--- src/rtl/if_fetch_unit.sv ---
`default_nettype none
// ============================================================================
// Module   : if_fetch_unit
// Brief    : IF stage feeding IF/ID. Owns the PC, single-outstanding imem reads,
//            a one-entry hold slot for stalls and redirect/kill handling.
//            Optional perf counters enabled by defining IF_FETCH_PERF_EN.
// Revision : 1.0 - initial release
// ============================================================================
module if_fetch_unit #(
  parameter int               WIDTH     = 32,
  parameter logic [WIDTH-1:0] RESET_PC  = 32'h6000_0000,
  parameter int               CNT_WIDTH = 32
) (
  input  logic             clk,
  input  logic             rst,
  input  logic             stall_i,
  input  logic             redirect_i,
  input  logic [WIDTH-1:0] redirect_pc_i,
  output logic             inst_read_o,
  output logic [WIDTH-1:0] inst_addr_o,
  input  logic             inst_resp_i,
  input  logic [WIDTH-1:0] inst_rdata_i,
  output logic [WIDTH-1:0] if_pc_o,
  output logic [WIDTH-1:0] if_instr_o,
  output logic             ifid_load_o,
  output logic             ifid_flush_o
`ifdef IF_FETCH_PERF_EN
  ,
  output logic [CNT_WIDTH-1:0] fetch_cnt_o,
  output logic [CNT_WIDTH-1:0] stall_cnt_o
`endif
);

  typedef enum logic [1:0] {
    ST_FETCH = 2'd0,
    ST_HOLD  = 2'd1,
    ST_KILL  = 2'd2
  } state_t;

  localparam logic [WIDTH-1:0] c_pc_inc = WIDTH'(4);

  state_t           r_state, w_state_nxt;
  logic [WIDTH-1:0] r_pc, r_req_addr, r_hold_pc, r_hold_instr;
  logic [WIDTH-1:0] w_pc_nxt, w_req_addr_nxt, w_hold_pc_nxt, w_hold_instr_nxt;
  logic [WIDTH-1:0] w_target, w_seq_addr;

  assign w_target   = {redirect_pc_i[WIDTH-1:2], 2'b00};
  assign w_seq_addr = r_req_addr + c_pc_inc;

  always_ff @(posedge clk or negedge rst) begin
    if (!rst) begin
      r_state      <= ST_FETCH;
      r_pc         <= RESET_PC;
      r_req_addr   <= RESET_PC;
      r_hold_pc    <= '0;
      r_hold_instr <= '0;
    end else begin
      r_state      <= w_state_nxt;
      r_pc         <= w_pc_nxt;
      r_req_addr   <= w_req_addr_nxt;
      r_hold_pc    <= w_hold_pc_nxt;
      r_hold_instr <= w_hold_instr_nxt;
    end
  end

  always_comb begin
    w_state_nxt      = r_state;
    w_pc_nxt         = r_pc;
    w_req_addr_nxt   = r_req_addr;
    w_hold_pc_nxt    = r_hold_pc;
    w_hold_instr_nxt = r_hold_instr;
    inst_read_o      = 1'b0;
    inst_addr_o      = '0;
    if_pc_o          = '0;
    if_instr_o       = '0;
    ifid_load_o      = 1'b0;
    ifid_flush_o     = 1'b0;
    case (r_state)
      ST_FETCH: begin
        inst_read_o = 1'b1;
        inst_addr_o = r_req_addr;
        if (redirect_i) begin
          ifid_flush_o = 1'b1;
          w_pc_nxt     = w_target;
          // A response landing with the redirect is simply dropped; otherwise
          // the in-flight request must be drained in KILL.
          if (inst_resp_i) w_req_addr_nxt = w_target;
          else             w_state_nxt    = ST_KILL;
        end else if (inst_resp_i) begin
          w_pc_nxt = w_seq_addr;
          if (stall_i) begin
            w_hold_pc_nxt    = r_req_addr;
            w_hold_instr_nxt = inst_rdata_i;
            w_state_nxt      = ST_HOLD;
          end else begin
            if_pc_o        = r_req_addr;
            if_instr_o     = inst_rdata_i;
            ifid_load_o    = 1'b1;
            w_req_addr_nxt = w_seq_addr;
          end
        end
      end
      ST_HOLD: begin
        if_pc_o    = r_hold_pc;
        if_instr_o = r_hold_instr;
        if (redirect_i) begin
          ifid_flush_o   = 1'b1;
          w_pc_nxt       = w_target;
          w_req_addr_nxt = w_target;
          w_state_nxt    = ST_FETCH;
        end else if (!stall_i) begin
          ifid_load_o    = 1'b1;
          w_req_addr_nxt = r_pc;
          w_state_nxt    = ST_FETCH;
        end
      end
      ST_KILL: begin
        inst_read_o = 1'b1;
        inst_addr_o = r_req_addr;
        if (redirect_i) begin
          ifid_flush_o = 1'b1;
          w_pc_nxt     = w_target;
          if (inst_resp_i) begin
            w_req_addr_nxt = w_target;
            w_state_nxt    = ST_FETCH;
          end
        end else if (inst_resp_i) begin
          w_req_addr_nxt = r_pc;
          w_state_nxt    = ST_FETCH;
        end
      end
      default: w_state_nxt = ST_FETCH;
    endcase
    // Everything facing the pipeline and memory is quiet while reset is held.
    if (!rst) begin
      inst_read_o  = 1'b0;
      inst_addr_o  = '0;
      if_pc_o      = '0;
      if_instr_o   = '0;
      ifid_load_o  = 1'b0;
      ifid_flush_o = 1'b0;
    end
  end

`ifdef IF_FETCH_PERF_EN
  logic [CNT_WIDTH-1:0] r_fetch_cnt, r_stall_cnt;

  always_ff @(posedge clk or negedge rst) begin
    if (!rst) begin
      r_fetch_cnt <= '0;
      r_stall_cnt <= '0;
    end else begin
      if (ifid_load_o && (r_fetch_cnt != '1))
        r_fetch_cnt <= r_fetch_cnt + CNT_WIDTH'(1);
      if ((r_state == ST_HOLD) && stall_i && (r_stall_cnt != '1))
        r_stall_cnt <= r_stall_cnt + CNT_WIDTH'(1);
    end
  end

  assign fetch_cnt_o = r_fetch_cnt;
  assign stall_cnt_o = r_stall_cnt;
`else
  // Performance counters not built in this configuration.
`endif

endmodule
`default_nettype wire

--- config.mk ---
export PLATFORM = sky130hd
export DESIGN_NAME = if_fetch_unit
export DESIGN_NICKNAME = d
export VERILOG_FILES = /design/src/rtl/if_fetch_unit.sv
export SDC_FILE = /design/constraint.sdc
export NUM_CORES = 1
export LEC_CHECK = 0
export BUFFER_PORTS_ARGS = -buffer_cell sky130_fd_sc_hd__buf_2
export CORE_MARGIN = 2
export CORE_UTILIZATION = 35
export DETAILED_ROUTE_END_ITERATION = 10
export SLEW_MARGIN = 30
export SYNTH_ARGS = -nofsm -noshare
export SYNTH_HDL_FRONTEND = slang
export SYNTH_SLANG_ARGS = --single-unit
--- constraint.sdc ---
create_clock -name clk -period 2.85 [get_ports clk]
set_input_delay 0.285 -clock clk [delete_from_list [all_inputs] [get_ports clk]]
set_output_delay 0.285 -clock clk [all_outputs]
set_load 0.02 [all_outputs]
After elaboration in Yosys (flattened, before gate mapping)

Index checks and enable logic that the tools add are counted.

Eq/ne operators: 10
Shifts and indexed selects: 0
Bitwise operators: 1
Mux-type cells: 44
Reductions and logical operators: 10
$lt $le $gt $ge: 0
$mul: 0
Divide/modulo/power cells: 0
Add/subtract/negate cells: 1

Operator list:

| cell                  | number |
|---|---|
| $mux 32               | 21 |
| $pmux 32 s2           | 3 |
| $pmux 32 s3           | 1 |
| $add 32x3->32 const B | 1 |
| $ne 3x3->1 const B    | 6 |
| $mux 2                | 7 |
| $mux 1                | 10 |
| $reduce_and 5->1      | 2 |
| $pmux 2 s3            | 1 |
| $reduce_and 4->1      | 1 |
| $reduce_or 2->1       | 2 |
| $reduce_and 3->1      | 1 |
| $reduce_bool 3->1     | 1 |
| $reduce_or 3->1       | 1 |
| $eq 2x1->1 const B    | 1 |
| $eq 2x2->1 const B    | 1 |
| $logic_not 2->1       | 1 |
| $ne 2x1->1 const B    | 1 |
| $ne 2x2->1 const B    | 1 |
| $pmux 1 s2            | 1 |
| $reduce_bool 2->1     | 1 |
| $not 1->1             | 1 |

Latch bits: 0
Input bits: 69
Memory bits (writable): 0
Logic and storage cells: 71
Memories: 0
Bits in registers: 130
ROM bits: 0

Longest topological paths before layout

Gate-level depths: netlist of run 1.

Word-level depth: 5
Depth in mapped cells: 10
Depth with buffers taken out: 7

Worst setup path before layout of run 1

OpenSTA, ideal clock, no wires.

Path kind: reg2out
From: reg r_state[1]
To: out if_pc_o[0]
Data arrival time: 2.153 ns
Path slack: 0.412 ns
Buffers on the path: 4
Cell stages (with the launch flop): 9
Path through: dfrtp_1 -> inv_1 -> ha_1 -> clkbuf_1 -> clkbuf_1 -> buf_1 -> buf_1 -> a22oi_1 -> nor2_1

Word-level cells in the longest chain between the ends: 3

RTL lines:

| element                                       | RTL line | text |
|---|---|---|
| start, declared                               | 42       | `state_t r_state, w_state_nxt;` |
| start signal, assigned                        | 58       | `r_state <= w_state_nxt;` |
| $eq 2x1->1 or $logic_not 2->1 (tied branches) | 78       | `case (r_state)` |
| $pmux 32 s2 (*)                               | 78       |  |
| $mux 32 (*)                                   | 135      | `if (!rst) begin` |
| end, declared                                 | 23       | `output logic [WIDTH-1:0] if_pc_o,` |

Every way passes the cells marked *; elsewhere a longest branch is shown, timed or not.

Worst setup path after layout of run 1

From: reg r_state[0]
To: out if_instr_o[24]

Word-level cells in the longest chain between the ends: 3

RTL lines:

| element                                       | RTL line | text |
|---|---|---|
| $eq 2x1->1 or $logic_not 2->1 (tied branches) | 78       |  |
| $pmux 32 s2 (*)                               | 78       |  |
| $mux 32 (*)                                   | 135      |  |
| end, declared                                 | 24       | `output logic [WIDTH-1:0] if_instr_o,` |

Marked as above.

==> results.py, run 1 <==
metrics = {
    "route": {
        "via_per_inst": 5.65,
        "dr_total_vias": 7917,
        "route.met2.wl_um": 12000,
        "met3_length_um": 1930,
        "ant_nets": 0,
        "wl_met1_um": 12100,
        "first_pass_iters": 5,
        "wl_um": 26300,
        "initialDrtViolationCount": 724,
        "wl_per_cell_um": 18.8,
        "drc": 0,
        "top_layer_used": "met4",
    },
    "logic_synthesis": {
        "yosysTopAreaCellShare_pct": 37.9,
        "ys_warn_count": 0,
        "synthCells": 933,
        "synth_top_cell_by_area": "dfrtp_1",
        "synth_area_sq_um": 8330,
        "syn_nets": 1007,
        "syn_avg_cell_area_sq_um": 8.93,
        "synthArstFlopShare_pct": 100,
        "synth_cell_type_count": 71,
        "yosysSeqAreaShare_pct": 39.1,
        "synthTopCellsByArea": "dfrtp_1 (38%), a22oi_1 (6.5%), mux2_2 (6.4%)",
        "synth_edf_count": 0,
        "ys_dominant_reg_cell": "dfrtp_1",
        "synth_seq_cells": 130,
    },
    "setup_path": {
        "required_ns": 2.57,
        "rrSetupSlack_ns": 0.41,
        "r2r_cells": 7,
        "max_stage_delay_ns": 0.47,
        "worstSetupStartpointType": "flip-flop",
        "setup.worst_path.end_class": "output pin",
        "timing.rr.start": "r_state[1]$_DFFE_PN0P_",
        "cp.buffers_inverters": 3,
        "crit_type": "flip-flop to output pin",
        "path_cells": "inv_1 -> ha_2 -> nand2_1 -> nor3_4 -> buf_12 -> a22oi_1 -> nor2_1 -> buf_2",
        "r2r-end": "r_req_addr[0]$_DFFE_PN0P_",
        "arrival_ns": 2.37,
        "path_max_fanout": 45,
        "critPathSlowestCell": "dfrtp_1",
        "cp_top_family": "buffers and inverters",
    },
    "run_status": {
        "status": "completed",
    },
    "sta": {
        "fin_crit_sh_pct": 93.2,
        "worstMarginPinSlew_ns": 0.795,
        "period_needed_ns": 2.66,
        "clock_skew_ns": 0.00828,
        "fmax_mhz": 377,
        "slew_headroom_pct": 47.0,
        "rsz0062_at_grt": "yes",
        "slew_viol_final": 0,
        "hold_viol": 0,
        "finalSetupViolCount": 0,
    },
    "power": {
        "power_frac_seq_pct": 32.8,
        "power_density_nw_per_um2": 1050,
        "peakVddDrop_mv": 0.654,
        "p_sw_share_pct": 42.5,
        "p_sw_uw": 4590,
        "p_int_uw": 6200,
        "cellLeakagePower_uw": 0.00460,
        "pwr-share-comb_pct": 46.1,
        "clkPwrFrac_pct": 21.1,
    },
    "floorplan": {
        "die_area_sq_um": 25000,
        "std_cell_rows": 56,
        "dieWidth_um": 158,
        "start_util_pct": 35.6,
        "die_h_um": 158,
        "core-area_sq_um": 23400,
        "io_pins": 168,
    },
    "hold_path": {
        "hold_class": "input pin to flip-flop",
        "hold_path_startpoint": "inst_rdata_i[30]",
        "hold_depth": 2,
        "hold_end": "r_hold_instr[30]$_DFFE_PN0P_",
    },
    "finish": {
        "multiInputGateArea_sq_um": 4680,
        "final_area_sq_um": 10300,
        "fill_cells": 2340,
        "register_area_sq_um": 3260,
        "fin_nets": 1142,
        "layout_common_cells": "buf_2 (164), dfrtp_1 (126), nor2_1 (96)",
        "final_layout_size_suffix_gt1_share_pct": 29.0,
        "syn_to_final_growth_pct": 23.5,
        "mostFrequentLayoutCell": "buf_2",
        "fin_util_pct": 44.0,
    },
    "global_routing": {
        "antenna_found_initial": 2,
        "overflow": 0,
        "grt_use_total_pct": 20.9,
        "grt_pass1_vias": 7203,
        "grt_pass1_wl_um": 40600,
        "grt_max_degree": 59,
    },
    "clocking": {
        "insertion_delay_ns": 0.43,
        "cts_root_buf": "clkbuf_16",
        "cts_buffers": 17,
        "clock_sinks": 130,
        "cts_tree": "built",
        "h-tree-depth": 4,
        "clk_path_buf_depth": 2,
        "clk_pin_slew_worst_paths_ns": 0.06,
    },
    "placement": {
        "hpwl_um": 18100,
        "port_buffers": 165,
        "gp_congestion": 0.912,
        "place_area_sq_um": 9630,
    },
    "run": {
        "drv_cap": 0,
    },
}
[how the worst max path moves through the flow]
stage	startpoint	end	cells past startpoint
after floorplan	r_state[1]$_DFFE_PN0P_	if_pc_o[0]	8
after global placement	r_state[0]$_DFFE_PN0P_	r_req_addr[31]$_DFFE_PN0P_	7
after detailed placement	r_state[0]$_DFFE_PN0P_	r_req_addr[26]$_DFFE_PN0P_	7
after CTS	r_state[0]$_DFFE_PN0P_	if_instr_o[19]	5
after global routing	r_state[0]$_DFFE_PN0P_	if_instr_o[18]	8
final	r_state[0]$_DFFE_PN0P_	if_instr_o[24]	8
[cells by family after synthesis]
| kind of cell | share of synthesized area (%) |
|---|---|
| mux | 10.5 |
| fa+ha+maj | 0.751 |
| xor+xnor | 2.42 |
| simple gates | 19.6 |
| buf+inv | 5.27 |
| compound gates | 22.3 |
| flops | 39.1 |
[area by class of cell]
cell class / count / area share (%)
multi-input cells: 694 / 45.5
flip-flops and latches: 130 / 31.7
repair buffers: 211 / 12.5
clock buffers: 18 / 4.27
well taps: 319 / 3.88
clock inverters: 14 / 1.59
inverters: 14 / 0.511
diodes: 2 / 0.0487
[cell usage after synthesis, types with 5 or more instances]
library cell,count
dfrtp_1,126
nor2_1,97
nand2_1,94
a22oi_1,72
clkbuf_1,60
mux2_2,47
and2_1,41
o21ai_1,28
a21oi_1,26
nand3_1,26
o21ai_0,26
buf_2,21
mux2_1,19
o221ai_1,14
xnor2_1,14
a22o_1,13
buf_1,13
inv_1,13
mux2i_1,13
a221oi_1,12
nand4_1,10
nor3_1,10
xor2_1,9
o2bb2ai_1,8
and3_1,7
o31ai_1,6
a211o_1,5
a31oi_1,5
ha_1,5
nor2b_1,5
[flip-flops by register name (all words and copies together) (netlist names)]
register and flops:
r_hold_instr 32, r_pc 32, r_hold_pc 32, r_state 2, r_req_addr 32
[power by group through the flow]
stage	Sequential, uW	Clock (uW)	Combinational [uW]
4_1_cts	3510	2320	4930
3_3_place_gp	3520	0	4840
5_1_grt	3650	2390	5480
3_5_place_dp	3540	0	4920
6_report	3540	2270	4970
2_1_floorplan	3070	0	3730
[metal layers]
layer  global-route usage, %  vias to the layer above
li1                        -                     3698
met1                    28.7                     3902
met2                    33.0                      289
met3                    5.39                       28
met4                    5.19                        0
met5                       0                        -
[repair_timing]
item,CTS,global route
resized for setup,0,3
hold buffers,1,0
buffers inserted,0,2
endpoints found under the setup margin,0,65
hold endpoints to repair,24,0
[stage by stage]
stage	total power [uW]	TNS [ns]	std cells	worst slack, ns	hold slack, ns
floorplan	6800	0	933	0.412	-0.0106
global placement	8360	0	1365	0.461	0.200
detailed placement	8460	0	1365	0.443	0.204
CTS	10800	0	1398	0.0595	0.0874
global route	11500	-0.0227	1400	-0.0202	0.0923
finish	10800	0	1402	0.194	0.101
Note: power is estimated with default switching activity, not from simulation.
==> run 2: changes to the inputs <==
--- a/config.mk
+++ b/config.mk
@@ -5,6 +5,7 @@
 export SDC_FILE = /design/constraint.sdc
 export NUM_CORES = 1
 export LEC_CHECK = 0
+export ABC_AREA = 1
 export BUFFER_PORTS_ARGS = -buffer_cell sky130_fd_sc_hd__buf_2
 export CORE_MARGIN = 2
 export CORE_UTILIZATION = 35
==> run 2 against run 1 <==
  * Utilization shrank 0.72 points
  * Register-to-register slack gained 0.10 ns
  * Worst setup slack lost 0.0057 ns
  * Power grew 1.3%
  * Critical endpoint is now if_instr_o[30]
==> results.py, run 2 <==
metrics = {
    "run_status": {
        "status": "completed",
    },
    "floorplan": {
        "io_pins": 168,
        "die_h_um": 158,
        "std_cell_rows": 56,
        "dieWidth_um": 158,
        "start_util_pct": 35.5,
        "die_area_sq_um": 25000,
        "core-area_sq_um": 23400,
    },
    "power": {
        "cellLeakagePower_uw": 0.00467,
        "power_uw": 10900,
        "power_density_nw_per_um2": 1080,
        "peakVddDrop_mv": 0.540,
    },
    "sta": {
        "period_needed_ns": 2.66,
        "setup_ws_ns": 0.189,
        "clock_skew_ns": 0.00737,
        "finalSetupViolCount": 0,
        "slew_viol_final": 0,
        "setup_tns_ns": 0,
        "hold_viol": 0,
        "fmax_mhz": 376,
        "slew_headroom_pct": 48.3,
        "fin_crit_sh_pct": 93.4,
        "rsz0062_at_grt": "no",
        "worstMarginPinSlew_ns": 0.775,
    },
    "clocking": {
        "h-tree-depth": 4,
        "insertion_delay_ns": 0.42,
        "cts_buffers": 17,
        "cts_root_buf": "clkbuf_16",
        "cts_tree": "built",
        "clk_pin_slew_worst_paths_ns": 0.06,
        "clock_sinks": 130,
        "clk_path_buf_depth": 2,
    },
    "placement": {
        "place_ws_ns": 0.551,
        "port_buffers": 165,
        "gp_congestion": 0.974,
        "hpwl_um": 20100,
    },
    "setup_path": {
        "setup.worst_path.end_class": "output pin",
        "r2r-end": "r_req_addr[28]$_DFFE_PN0P_",
        "timing.rr.start": "r_state[0]$_DFFE_PN0P_",
        "path_max_fanout": 34,
        "worstSetupStartpointType": "flip-flop",
        "rrSetupSlack_ns": 0.51,
        "cp.depth": 7,
        "path_cells": "inv_1 -> ha_2 -> buf_4 -> buf_6 -> nand2_1 -> a21oi_1 -> buf_2",
        "crit_type": "flip-flop to output pin",
        "max_stage_delay_ns": 0.42,
        "r2r_cells": 10,
        "cp_top_family": "buffers and inverters",
        "cp.buffers_inverters": 4,
        "critPathSlowestCell": "dfrtp_1",
        "arrival_ns": 2.38,
        "required_ns": 2.57,
    },
    "global_routing": {
        "grt_pass1_vias": 7922,
        "grt_max_degree": 72,
        "antenna_found_initial": 0,
        "overflow": 0,
        "grt_pass1_wl_um": 43600,
        "grt_use_total_pct": 22.5,
    },
    "finish": {
        "mostFrequentLayoutCell": "nand2_1",
        "syn_to_final_growth_pct": 21.8,
        "final_layout_size_suffix_gt1_share_pct": 21.3,
        "fin_nets": 1398,
        "layout_common_cells": "nand2_1 (314), buf_2 (164), a21oi_1 (154)",
        "fill_cells": 2485,
    },
    "logic_synthesis": {
        "synth_top_cell_by_area": "dfrtp_1",
        "synthTopCellsByArea": "dfrtp_1 (38%), nand2_1 (14%), a21oi_1 (9.3%)",
        "synthCells": 1190,
        "synthArstFlopShare_pct": 100,
        "ys_warn_count": 0,
        "synth_cell_type_count": 33,
        "synth_most_common_cell": "nand2_1",
        "synth_edf_count": 0,
        "synth_common_cells": "nand2_1 (314), a21oi_1 (154), dfrtp_1 (126)",
        "yosysSeqAreaShare_pct": 39.2,
        "synth_seq_cells": 130,
        "syn_nets": 1264,
        "yosysTopAreaCellShare_pct": 38.0,
        "syn_avg_cell_area_sq_um": 6.98,
        "ys_dominant_reg_cell": "dfrtp_1",
        "synth_area_sq_um": 8310,
    },
    "hold_path": {
        "hold_end": "r_hold_instr[20]$_DFFE_PN0P_",
        "hold_class": "input pin to flip-flop",
        "hold_depth": 2,
        "hold_path_startpoint": "inst_rdata_i[20]",
    },
    "route": {
        "dr_total_vias": 8723,
        "drc": 0,
        "wl_um": 28400,
        "via_per_inst": 5.26,
        "wl_per_cell_um": 17.1,
        "first_pass_iters": 6,
        "ant_nets": 0,
        "initialDrtViolationCount": 1069,
    },
    "run": {
        "drv_cap": 0,
    },
}
-- run 2: cell types whose count changed in the layout (fill, tap and decap cells not counted), moves of 18 or more --
cell,change
a21oi_1,+128
a22oi_1,-67
and2_1,-40
inv_1,+71
mux2_1,-19
nand2_1,+220
nand3_1,+52
nand4_1,+60
nor2_1,+18
o21ai_0,+40
o21ai_1,-24
-- run 2: worst max-delay path by stage --
| stage | slack (ns) | start | to |
|---|---|---|---|
| 4_1_cts | 0.11 | r_state[1]$_DFFE_PN0P_ | if_pc_o[16] |
| 6_report | 0.19 | r_state[1]$_DFFE_PN0P_ | if_instr_o[30] |
| 3_5_place_dp | 0.55 | r_state[0]$_DFFE_PN0P_ | r_req_addr[28]$_DFFE_PN0P_ |
| 5_1_grt | 0.04 | r_state[1]$_DFFE_PN0P_ | if_pc_o[14] |
| 3_3_place_gp | 0.58 | r_state[1]$_DFFE_PN0P_ | if_instr_o[30] |
| 2_1_floorplan | 0.81 | r_state[0]$_DFFE_PN0P_ | if_instr_o[10] |
-- run 2: area by class of cell --
type                       instances  area, sq um  share of cell area, %
clock inverter                    12          155                   1.53
tap                              319          399                   3.94
inverter                          86          323                   3.19
timing repair buffer             196         1120                   11.1
sequential                       130         3260                   32.2
clock buffer                      20          467                   4.61
antenna                            1         2.50                 0.0247
multi-input combinational        893         4390                   43.4
-- run 2: cells by family (layout without fill, tap and decap cells) --
kind of cell	count (synthesis)	in the layout	synth area share (%)
simple gates	599	599	31.3
compound gates	257	257	16.2
buf+inv	167	314	8.24
flops	130	130	39.2
mux	32	32	4.34
fa+ha+maj	5	5	0.753
other cells	0	1	0
-- run 2: layer usage --
layer  vias to the layer above  share of wire, %  global-route usage (%)
met4                         0               2.5                    7.76
met5                         -                 0                       0
met1                      4049                46                    32.0
li1                       4262                 -                       -
met2                       365                44                    34.1
met3                        47               7.4                    4.35
-- run 2: power by group --
part | switching, uW | internal, uW
registers | 647 | 2720
clock network | 869 | 1450
logic | 3480 | 1760
total | 4990 | 5930
-- run 2: stage by stage --
stage / hold slack (ns) / instance area (sq um) / instances / utilization (%)
floorplan: -0.0106 / 8310 / 1190 / -
global placement: 0.0972 / 9480 / 1623 / 40.5
detailed placement: 0.0966 / 9480 / 1623 / 40.5
CTS: 0.0988 / 10100 / 1656 / 43.2
global route: 0.0937 / 10100 / 1656 / 43.2
finish: 0.106 / 10100 / 1657 / 43.2
-- run 2: repair_timing --
item | 4_1_cts | 5_1_grt
buffers inserted | 0 | 0
hold buffers | 1 | 0
gates resized for setup | 0 | 1
setup endpoints to repair | 0 | 25
hold endpoints to repair | 4 | 0
